<file path="src/rtl/rv_pkg.sv">
// Opcode constants and operand-use decode shared by the operand fetch stage.
package rv_pkg;

    localparam logic [6:0] OPC_OP       = 7'b0110011;
    localparam logic [6:0] OPC_OP32     = 7'b0111011;
    localparam logic [6:0] OPC_OPIMM    = 7'b0010011;
    localparam logic [6:0] OPC_OPIMM32  = 7'b0011011;
    localparam logic [6:0] OPC_LOAD     = 7'b0000011;
    localparam logic [6:0] OPC_JALR     = 7'b1100111;
    localparam logic [6:0] OPC_STORE    = 7'b0100011;
    localparam logic [6:0] OPC_BRANCH   = 7'b1100011;
    localparam logic [6:0] OPC_LUI      = 7'b0110111;
    localparam logic [6:0] OPC_AUIPC    = 7'b0010111;
    localparam logic [6:0] OPC_JAL      = 7'b1101111;

    typedef struct packed {
        logic use_rs1;
        logic use_rs2;
        logic rd_we;
    } src_use_t;

    function automatic src_use_t decode_use(input logic [6:0] opcode);
        src_use_t u;
        u = '0;
        case (opcode)
            OPC_OP, OPC_OP32:                              u = '{use_rs1: 1'b1, use_rs2: 1'b1, rd_we: 1'b1};
            OPC_OPIMM, OPC_OPIMM32, OPC_LOAD, OPC_JALR:    u = '{use_rs1: 1'b1, use_rs2: 1'b0, rd_we: 1'b1};
            OPC_STORE, OPC_BRANCH:                         u = '{use_rs1: 1'b1, use_rs2: 1'b1, rd_we: 1'b0};
            OPC_LUI, OPC_AUIPC, OPC_JAL:                   u = '{use_rs1: 1'b0, use_rs2: 1'b0, rd_we: 1'b1};
            default:                                       u = '0;
        endcase
        return u;
    endfunction

endpackage

</file>
<file path="src/rtl/op_scoreboard.sv">
// Busy-register scoreboard: one bit per architectural register, x0 never busy.
module op_scoreboard #(
    parameter int IDX_W = 5
) (
    input  logic             clk,
    input  logic             rst_n,
    input  logic             set_en,
    input  logic [IDX_W-1:0] set_idx,
    input  logic             clr_en,
    input  logic [IDX_W-1:0] clr_idx,
    input  logic             flush,
    input  logic [IDX_W-1:0] qry_a_idx,
    input  logic [IDX_W-1:0] qry_b_idx,
    output logic             busy_a,
    output logic             busy_b
);

    localparam int NREG = 1 << IDX_W;

    logic [NREG-1:0] busy;
    logic [NREG-1:0] busy_nxt;

    // Clear first so a same-cycle set of the same register wins.
    always_comb begin
        busy_nxt = busy;
        if (clr_en)
            busy_nxt[clr_idx] = 1'b0;
        if (set_en)
            busy_nxt[set_idx] = 1'b1;
        busy_nxt[0] = 1'b0;
        if (flush)
            busy_nxt = '0;
    end

    always_ff @(posedge clk or negedge rst_n) begin
        if (!rst_n)
            busy <= '0;
        else
            busy <= busy_nxt;
    end

    assign busy_a = busy[qry_a_idx];
    assign busy_b = busy[qry_b_idx];

endmodule

</file>
<file path="src/rtl/operand_fetch.sv">
// Issue stage: decodes sources, checks RAW hazards against the scoreboard and loads the ID/EX register.
// Optional build macro WB_BYPASS_EN forwards same-cycle writeback data instead of stalling.
module operand_fetch
    import rv_pkg::*;
#(
    parameter int REG_DATA_WIDTH_POW = 6,
    parameter int REG_MEM_DEPTH_POW  = 5,
    parameter int INSTR_WIDTH        = 32
) (
    input  logic                          clk_in,
    input  logic                          rst_n_in,
    input  logic                          instr_valid_in,
    output logic                          instr_ready_out,
    input  logic [INSTR_WIDTH-1:0]        instr_in,
    input  logic [(1<<REG_DATA_WIDTH_POW)-1:0] pc_in,
    output logic [REG_MEM_DEPTH_POW-1:0]  rs1_out,
    output logic [REG_MEM_DEPTH_POW-1:0]  rs2_out,
    input  logic [(1<<REG_DATA_WIDTH_POW)-1:0] reg_data1_in,
    input  logic [(1<<REG_DATA_WIDTH_POW)-1:0] reg_data2_in,
    input  logic                          wb_valid_in,
    input  logic [REG_MEM_DEPTH_POW-1:0]  wb_rd_in,
    input  logic [(1<<REG_DATA_WIDTH_POW)-1:0] wb_data_in,
    input  logic                          flush_in,
    output logic                          ex_valid_out,
    input  logic                          ex_ready_in,
    output logic [(1<<REG_DATA_WIDTH_POW)-1:0] ex_op1_out,
    output logic [(1<<REG_DATA_WIDTH_POW)-1:0] ex_op2_out,
    output logic [REG_MEM_DEPTH_POW-1:0]  ex_rd_out,
    output logic                          ex_rd_we_out,
    output logic [INSTR_WIDTH-1:0]        ex_instr_out,
    output logic [(1<<REG_DATA_WIDTH_POW)-1:0] ex_pc_out
);

    localparam int DATA_W = 1 << REG_DATA_WIDTH_POW;
    localparam int IDX_W  = REG_MEM_DEPTH_POW;

    src_use_t          src_use;
    logic [IDX_W-1:0]  rs1, rs2, rd;
    logic              rd_we;
    logic              busy1, busy2;
    logic              haz1, haz2, hazard;
    logic              slot_free, accept;
    logic [DATA_W-1:0] op1, op2;

    logic              vld_p1;
    logic [DATA_W-1:0] op1_p1, op2_p1, pc_p1;
    logic [IDX_W-1:0]  rd_p1;
    logic              rd_we_p1;
    logic [INSTR_WIDTH-1:0] instr_p1;

    assign src_use = decode_use(instr_in[6:0]);
    assign rs1     = instr_in[19:15];
    assign rs2     = instr_in[24:20];
    assign rd      = instr_in[11:7];
    assign rd_we   = src_use.rd_we && (rd != '0);
    assign rs1_out = rs1;
    assign rs2_out = rs2;

    op_scoreboard #(.IDX_W(IDX_W)) u_scoreboard (
        .clk       (clk_in),
        .rst_n     (rst_n_in),
        .set_en    (accept && rd_we),
        .set_idx   (rd),
        .clr_en    (wb_valid_in),
        .clr_idx   (wb_rd_in),
        .flush     (flush_in),
        .qry_a_idx (rs1),
        .qry_b_idx (rs2),
        .busy_a    (busy1),
        .busy_b    (busy2)
    );

`ifdef WB_BYPASS_EN
    logic byp1, byp2;
    assign byp1 = wb_valid_in && (wb_rd_in == rs1);
    assign byp2 = wb_valid_in && (wb_rd_in == rs2);
    assign haz1 = src_use.use_rs1 && (rs1 != '0) && busy1 && !byp1;
    assign haz2 = src_use.use_rs2 && (rs2 != '0) && busy2 && !byp2;
    assign op1  = (rs1 == '0) ? '0 : ((busy1 && byp1) ? wb_data_in : reg_data1_in);
    assign op2  = (rs2 == '0) ? '0 : ((busy2 && byp2) ? wb_data_in : reg_data2_in);
`else
    // Without forwarding the writeback lands in reg_file at this edge, so the retry next cycle reads it.
    logic unused_wb_data;
    assign unused_wb_data = ^wb_data_in;
    assign haz1 = src_use.use_rs1 && (rs1 != '0) && busy1;
    assign haz2 = src_use.use_rs2 && (rs2 != '0) && busy2;
    assign op1  = (rs1 == '0) ? '0 : reg_data1_in;
    assign op2  = (rs2 == '0) ? '0 : reg_data2_in;
`endif

    assign hazard          = haz1 || haz2;
    assign slot_free       = !vld_p1 || ex_ready_in;
    assign instr_ready_out = slot_free && !hazard && !flush_in;
    assign accept          = instr_valid_in && instr_ready_out;

    // ID/EX register
    always_ff @(posedge clk_in or negedge rst_n_in) begin
        if (!rst_n_in) begin
            vld_p1   <= 1'b0;
            op1_p1   <= '0;
            op2_p1   <= '0;
            pc_p1    <= '0;
            rd_p1    <= '0;
            rd_we_p1 <= 1'b0;
            instr_p1 <= '0;
        end else if (flush_in) begin
            vld_p1   <= 1'b0;
        end else if (accept) begin
            vld_p1   <= 1'b1;
            op1_p1   <= op1;
            op2_p1   <= op2;
            pc_p1    <= pc_in;
            rd_p1    <= rd;
            rd_we_p1 <= rd_we;
            instr_p1 <= instr_in;
        end else if (ex_ready_in) begin
            vld_p1   <= 1'b0;
        end
    end

    assign ex_valid_out = vld_p1;
    assign ex_op1_out   = op1_p1;
    assign ex_op2_out   = op2_p1;
    assign ex_pc_out    = pc_p1;
    assign ex_rd_out    = rd_p1;
    assign ex_rd_we_out = rd_we_p1;
    assign ex_instr_out = instr_p1;

endmodule

</file>
<file path="config.mk">
export PLATFORM = sky130hd
export DESIGN_NAME = operand_fetch
export DESIGN_NICKNAME = d
export VERILOG_FILES = /design/src/rtl/rv_pkg.sv /design/src/rtl/op_scoreboard.sv /design/src/rtl/operand_fetch.sv
export SDC_FILE = /design/constraint.sdc
export NUM_CORES = 1
export LEC_CHECK = 0
export ABC_AREA = 0
export CORE_AREA = 2 2 208 210
export DETAILED_ROUTE_END_ITERATION = 7
export DIE_AREA = 0 0 210 212
export PLACE_DENSITY = 0.65
export SLEW_MARGIN = 20
export SYNTH_ARGS = -nofsm -noshare
export SYNTH_HDL_FRONTEND = slang
export SYNTH_SLANG_ARGS = --single-unit
export TNS_END_PERCENT = 5
</file>
<file path="constraint.sdc">
create_clock -name clk_in -period 4.29 [get_ports clk_in]
set_input_delay 0.858 -clock clk_in [delete_from_list [all_inputs] [get_ports clk_in]]
set_output_delay 0.858 -clock clk_in [all_outputs]
set_load 0.02 [all_outputs]
</file>
**Yosys cells after proc, flatten, opt, wreduce, memory -nomap -nowiden**

Cells that the tools add are included.

- Output and inout bits: 242
- Word-level logic and storage cells: 73
- Flip-flop bits (word level): 263

- Multiplexer cells: 17
- Reductions and logical operators: 27
- Eq/ne operators: 11
- $lt $le $gt $ge: 6
- Bitwise logic cells: 4

Operators with widths:

| kind | number |
|---|---|
| $mux 64 | 2 |
| $mux 32 | 3 |
| $and 32x32->32 | 1 |
| $not 32->32 | 1 |
| $or 32x32->32 | 1 |
| $eq 7x6->1 const B | 4 |
| $lt 5x6->1 const B | 4 |
| $eq 7x5->1 const B | 3 |
| $eq 7x7->1 const B | 3 |
| $reduce_bool 5->1 | 3 |
| $pmux 3 s4 | 1 |
| $logic_and 1x1->1 | 11 |
| $bmux 1 s5 | 2 |
| $demux 1 s5 | 2 |
| $ge 5x1->1 const B | 2 |
| $logic_not 5->1 | 2 |
| $eq 7x2->1 const B | 1 |
| $mux 1 | 7 |
| $reduce_or 2->1 | 2 |
| $reduce_or 4->1 | 1 |
| $logic_not 1->1 | 3 |
| $reduce_bool 3->1 | 1 |
| $reduce_or 3->1 | 1 |
| $logic_or 1x1->1 | 2 |
| other kinds (2) | 2 |

**Logic depth before layout (Yosys ltp)**

- Depth after elaboration: 13
- Mapped depth: 11
- Depth with buffers taken out: 6

**Cells and area by module**

Synthesis repeated with hierarchy kept, for this count alone.

- Cell total of the unflattened synthesis: 892
- Area, all modules: 11468.5 um^2

By module, submodules not included:

| module | sequential area each (um^2) | cells each | times used | area an instance (um^2) |
|---|---|---|---|---|
| operand_fetch | 5655.4 | 663 | 1 | 9487.8 |
| op_scoreboard | 775.7 | 229 | 1 | 1980.6 |

**Worst setup path before layout**

Ideal clock, no wire load.

- Path type: input-to-output
- Start: input instr_in[15]
- End: output instr_ready_out
- Slack: 986 ps
- Path buffers: 1
- Cell stages on the path: 6
- Arrival time: 2446 ps
- Path through: buf_2 mux4_2 mux2_2 o2111ai_1 o311a_1 and3_1

- Cells in the longest elaborated chain, start to end: 7
- Elaborated cells on any way between the ends: 9
- Classes of those cells: mux (2); reduce/logical (7)

Ends and longest elaborated chain:

| item | line | text |
|---|---|---|
| start: declaration | operand_fetch.sv:14 | `input logic [INSTR_WIDTH-1:0] instr_in,` |
| $bmux 1 s5 / $reduce_bool 5->1 (equally long branches) | op_scoreboard.sv:42, operand_fetch.sv:85 |  |
| $mux 1 (not written as such) / $logic_and 1x1->1 (equally long branches) | op_scoreboard.sv:42, operand_fetch.sv:85 |  |
| $logic_and 1x1->1 * | operand_fetch.sv:85 | `assign haz1 = src_use.use_rs1 && (rs1 != '0) && busy1;` |
| $logic_or 1x1->1 * | operand_fetch.sv:91 | `assign hazard = haz1 \|\| haz2;` |
| $logic_not 1->1 * | operand_fetch.sv:93 | `assign instr_ready_out = slot_free && !hazard && !flush_in;` |
| $logic_and 1x1->1 * (2 in series) | operand_fetch.sv:93 |  |
| end: declaration | operand_fetch.sv:13 | `output logic instr_ready_out,` |

Every way passes the cells marked *; elsewhere a longest branch is shown, timed or not. The select of a mux whose other input is x is not followed.

**Final worst setup path**

- Start: input instr_in[16]
- End: output instr_ready_out

Same word-level chain as after synthesis.

==> flow_metrics.env <==
export IMPL_dr_pass1_iters=5
export IMPL_h_tree_depth=1
export IMPL_die_w_microns=210
export IMPL_grt_max_degree=93
export IMPL_synthCells=1017
export IMPL_fp_coreArea_sq_mm=0.0425
export IMPL_seqPwrFrac=0.376
export IMPL_intPower_mw=5.70
export IMPL_grt_pass1_vias=9643
export IMPL_cts_hold_buffers=0
export IMPL_hold_path_class="input port to asynchronous set/reset pin"
export IMPL_p_per_area_mw_per_mm2=447
export IMPL_report_final_slew_viol_count=0
export IMPL_wl_per_cell_microns=17.2
export IMPL_synth_warnings=0
export IMPL_outcome="completed"
export IMPL_area_delta_synth_final_pct=54.8
export IMPL_rsz0062_at_grt="false"
export IMPL_syn_avg_cell_area_sq_um=11.5
export IMPL_setup_tns_final_ns=0
export IMPL_initial_core_util=0.275
export IMPL_synth_seq_area_share=0.550
export IMPL_tightest_slew_ns=1.09
export IMPL_worstPathRequired_ns=3.43
export IMPL_antenna_found_initial=0
export IMPL_fillers=4054
export IMPL_cap_violations=0
export IMPL_synth_top_cells_by_count="dfrtp_1 (257), nand2_1 (152), mux2i_1 (140), inv_1 (131), mux2_2 (100)"
export IMPL_peakVddDrop_mv=0.282
export IMPL_detail_route_antenna_nets=0
export IMPL_grt_remaining_overflow=0
export IMPL_fmax_ghz=0.246
export IMPL_yosysTopAreaCellShare=0.550
export IMPL_grt_pass1_wl_mm=54.2
export IMPL_cp_max_fo=3
export IMPL_portBuffers=476
export IMPL_nets=1788
export IMPL_die_h_microns=212
export IMPL_layout_drive_gt1_share=0.133
export IMPL_fin_crit_sh=0.947
export IMPL_synthFlopType="dfrtp_1"
export IMPL_placed_cells=2003
export IMPL_vias_per_cell=4.50
export IMPL_instances_no_fill=2058
export IMPL_vias=9265
export IMPL_drt_drc_violations_left=0
export IMPL_synth_cell_types=40
export IMPL_power_switching_mw=2.38
export IMPL_clockBufferDepth=3
export IMPL_rows=76
export IMPL_pwr_share_clk=0.333
export IMPL_synthArstFlopShare=1.00
export IMPL_pwr_share_comb=0.291
export IMPL_end_kind="primary output"
export IMPL_dpl_hpwl_mm=26.0
export IMPL_cts_buffers=30
export IMPL_final_hold_viol_count=0
export IMPL_clock_skew_ns=0.0200
export IMPL_synth_area_leaders="dfrtp_1 (55%), mux2i_1 (12%), mux2_2 (9.6%)"
export IMPL_p_leak_nw=8.09
export IMPL_place_congestion=0.837
export IMPL_die_area_sq_mm=0.0445
export IMPL_worstSetupPathType="input port to primary output"
export IMPL_synth_edff_count=0
export IMPL_yosys_area_top_type="dfrtp_1"
export IMPL_wirelength_mm=35.4
export IMPL_drt_initial_drc_count=460
export IMPL_syn_cell_area_sq_mm=0.0117
export IMPL_final_util=0.426
export IMPL_clk_pin_slew_ns=0.05
export IMPL_io_pins=541
export IMPL_slew_headroom=0.272
export IMPL_synth_seq_cells=257
export IMPL_clkSinkCount=257
export IMPL_track_usage=0.153
export IMPL_fin_crit_ns=4.06
export IMPL_clk_latency_ns=0.57
export IMPL_cp_arrival_ns=3.21
export IMPL_sw_frac_of_total=0.295
export IMPL_synth_nets=1316
export IMPL_cts_tree="done"
export IMPL_synth_most_common_cell="dfrtp_1"
export IMPL_diodes=0
export IMPL_root_buffer="clkbuf_16"
export IMPL_setup_viol=0
export IMPL_crit_path_start_kind="input port"
[cell families after synthesis]
kind of cell,Yosys count,synth area share
DFF,257,0.550
AOI/OAI and AO/OA,61,0.0335
muxes,252,0.239
and+or+nand+nor,245,0.0947
buffers and inverters,202,0.0830
[cell usage in the layout, fill, tap and decap left out, types with 4 or more instances in the layout]
master	instances
o211ai_1	15
and3_1	5
buf_4	26
clkbuf_8	10
dfrtp_1	257
nand3_1	46
nor2_1	5
clkbuf_16	31
nor3b_1	9
nand3b_1	5
mux2i_1	140
inv_1	131
and2_1	4
mux4_2	12
o21ai_0	31
nor3_1	6
mux2_2	100
buf_12	9
clkbuf_1	7
nand2_1	150
clkdlybuf4s50_1	474
[sequential cells by signal (all words and copies together), names as in the netlist]
register           flops
ex_op1_out            64
ex_op2_out            64
ex_pc_out             64
ex_valid_out           1
ex_rd_out              4
u_scoreboard.busy     31
ex_rd_we_out           1
ex_instr_out          28
[critical path, cell delays in order]
cell and delay [ns]:
clkdlybuf4s50_1 0.57, buf_4 0.17, mux4_2 0.50, mux2_2 0.28, o22ai_1 0.12, o311a_1 0.18, and3_1 0.18, dlygate4sd2_1 0.35
[power by group through the flow]
stage / sequential [mW] / combinational, mW / clock, mW
after floorplan: 3.57 / 0.567 / 0
after global placement: 3.06 / 2.35 / 0
after detailed placement: 3.08 / 2.38 / 0
after CTS: 3.05 / 2.38 / 2.78
after global routing: 3.10 / 2.50 / 2.87
final: 3.04 / 2.35 / 2.69
[metal layers]
| layer | global-route usage | part of all wire | routed length [microns] | vias to the layer above |
|---|---|---|---|---|
| li1 | - | - | - | 4315 |
| met1 | 0.186 | 0.40 | 14200 | 4557 |
| met2 | 0.268 | 0.50 | 17700 | 341 |
| met3 | 0.0381 | 0.076 | 2700 | 52 |
| met4 | 0.0477 | 0.025 | 874 | 0 |
| met5 | 0 | 0 | 0 | - |
[layout make-up]
| cell class | instances | area, sq um | area share |
|---|---|---|---|
| well taps | 546 | 683 | 0.0377 |
| repair buffers | 511 | 5140 | 0.284 |
| clock inverters | 7 | 113 | 0.00622 |
| inverters | 131 | 492 | 0.0272 |
| flip-flops and latches | 257 | 6430 | 0.355 |
| multi-input cells | 558 | 4300 | 0.238 |
| clock buffers | 48 | 940 | 0.0519 |
[per-stage QoR]
stage | setup WS, ns | total power, mW | instance area (sq um) | hold slack (ns)
floorplan | 0.986 | 4.14 | 11700 | 0.479
global placement | -0.0530 | 5.42 | 17100 | 0.488
detailed placement | -0.0284 | 5.46 | 17100 | 0.491
CTS | 0.234 | 8.21 | 18100 | 0.354
global route | 0.105 | 8.46 | 18100 | 0.355
finish | 0.226 | 8.09 | 18100 | 0.330
[repair_timing]
item / in CTS / in global routing
setup buffers: 0 / 0
setup endpoints to repair: 1 / 0
hold endpoints to repair: 0 / 0
gates resized for setup: 1 / 0
[final timing paths]
check	startpoint	endpoint	slack, ns	depth (start not counted)
max	instr_in[16]	instr_ready_out	0.23	8
min	rst_n_in	ex_op1_out[15]	0.33	1
max reg2reg	u_scoreboard.busy[23]	ex_op2_out[40]	1.41	10
min reg2reg	ex_instr_out[3]	ex_instr_out[3]	0.50	1
max in group asynchronous	rst_n_in	ex_op1_out[39]	2.97	2
min in group clk_in	ex_instr_out[3]	ex_instr_out[3]	0.50	1
No activity file was read; power rests on OpenSTA's default activity.
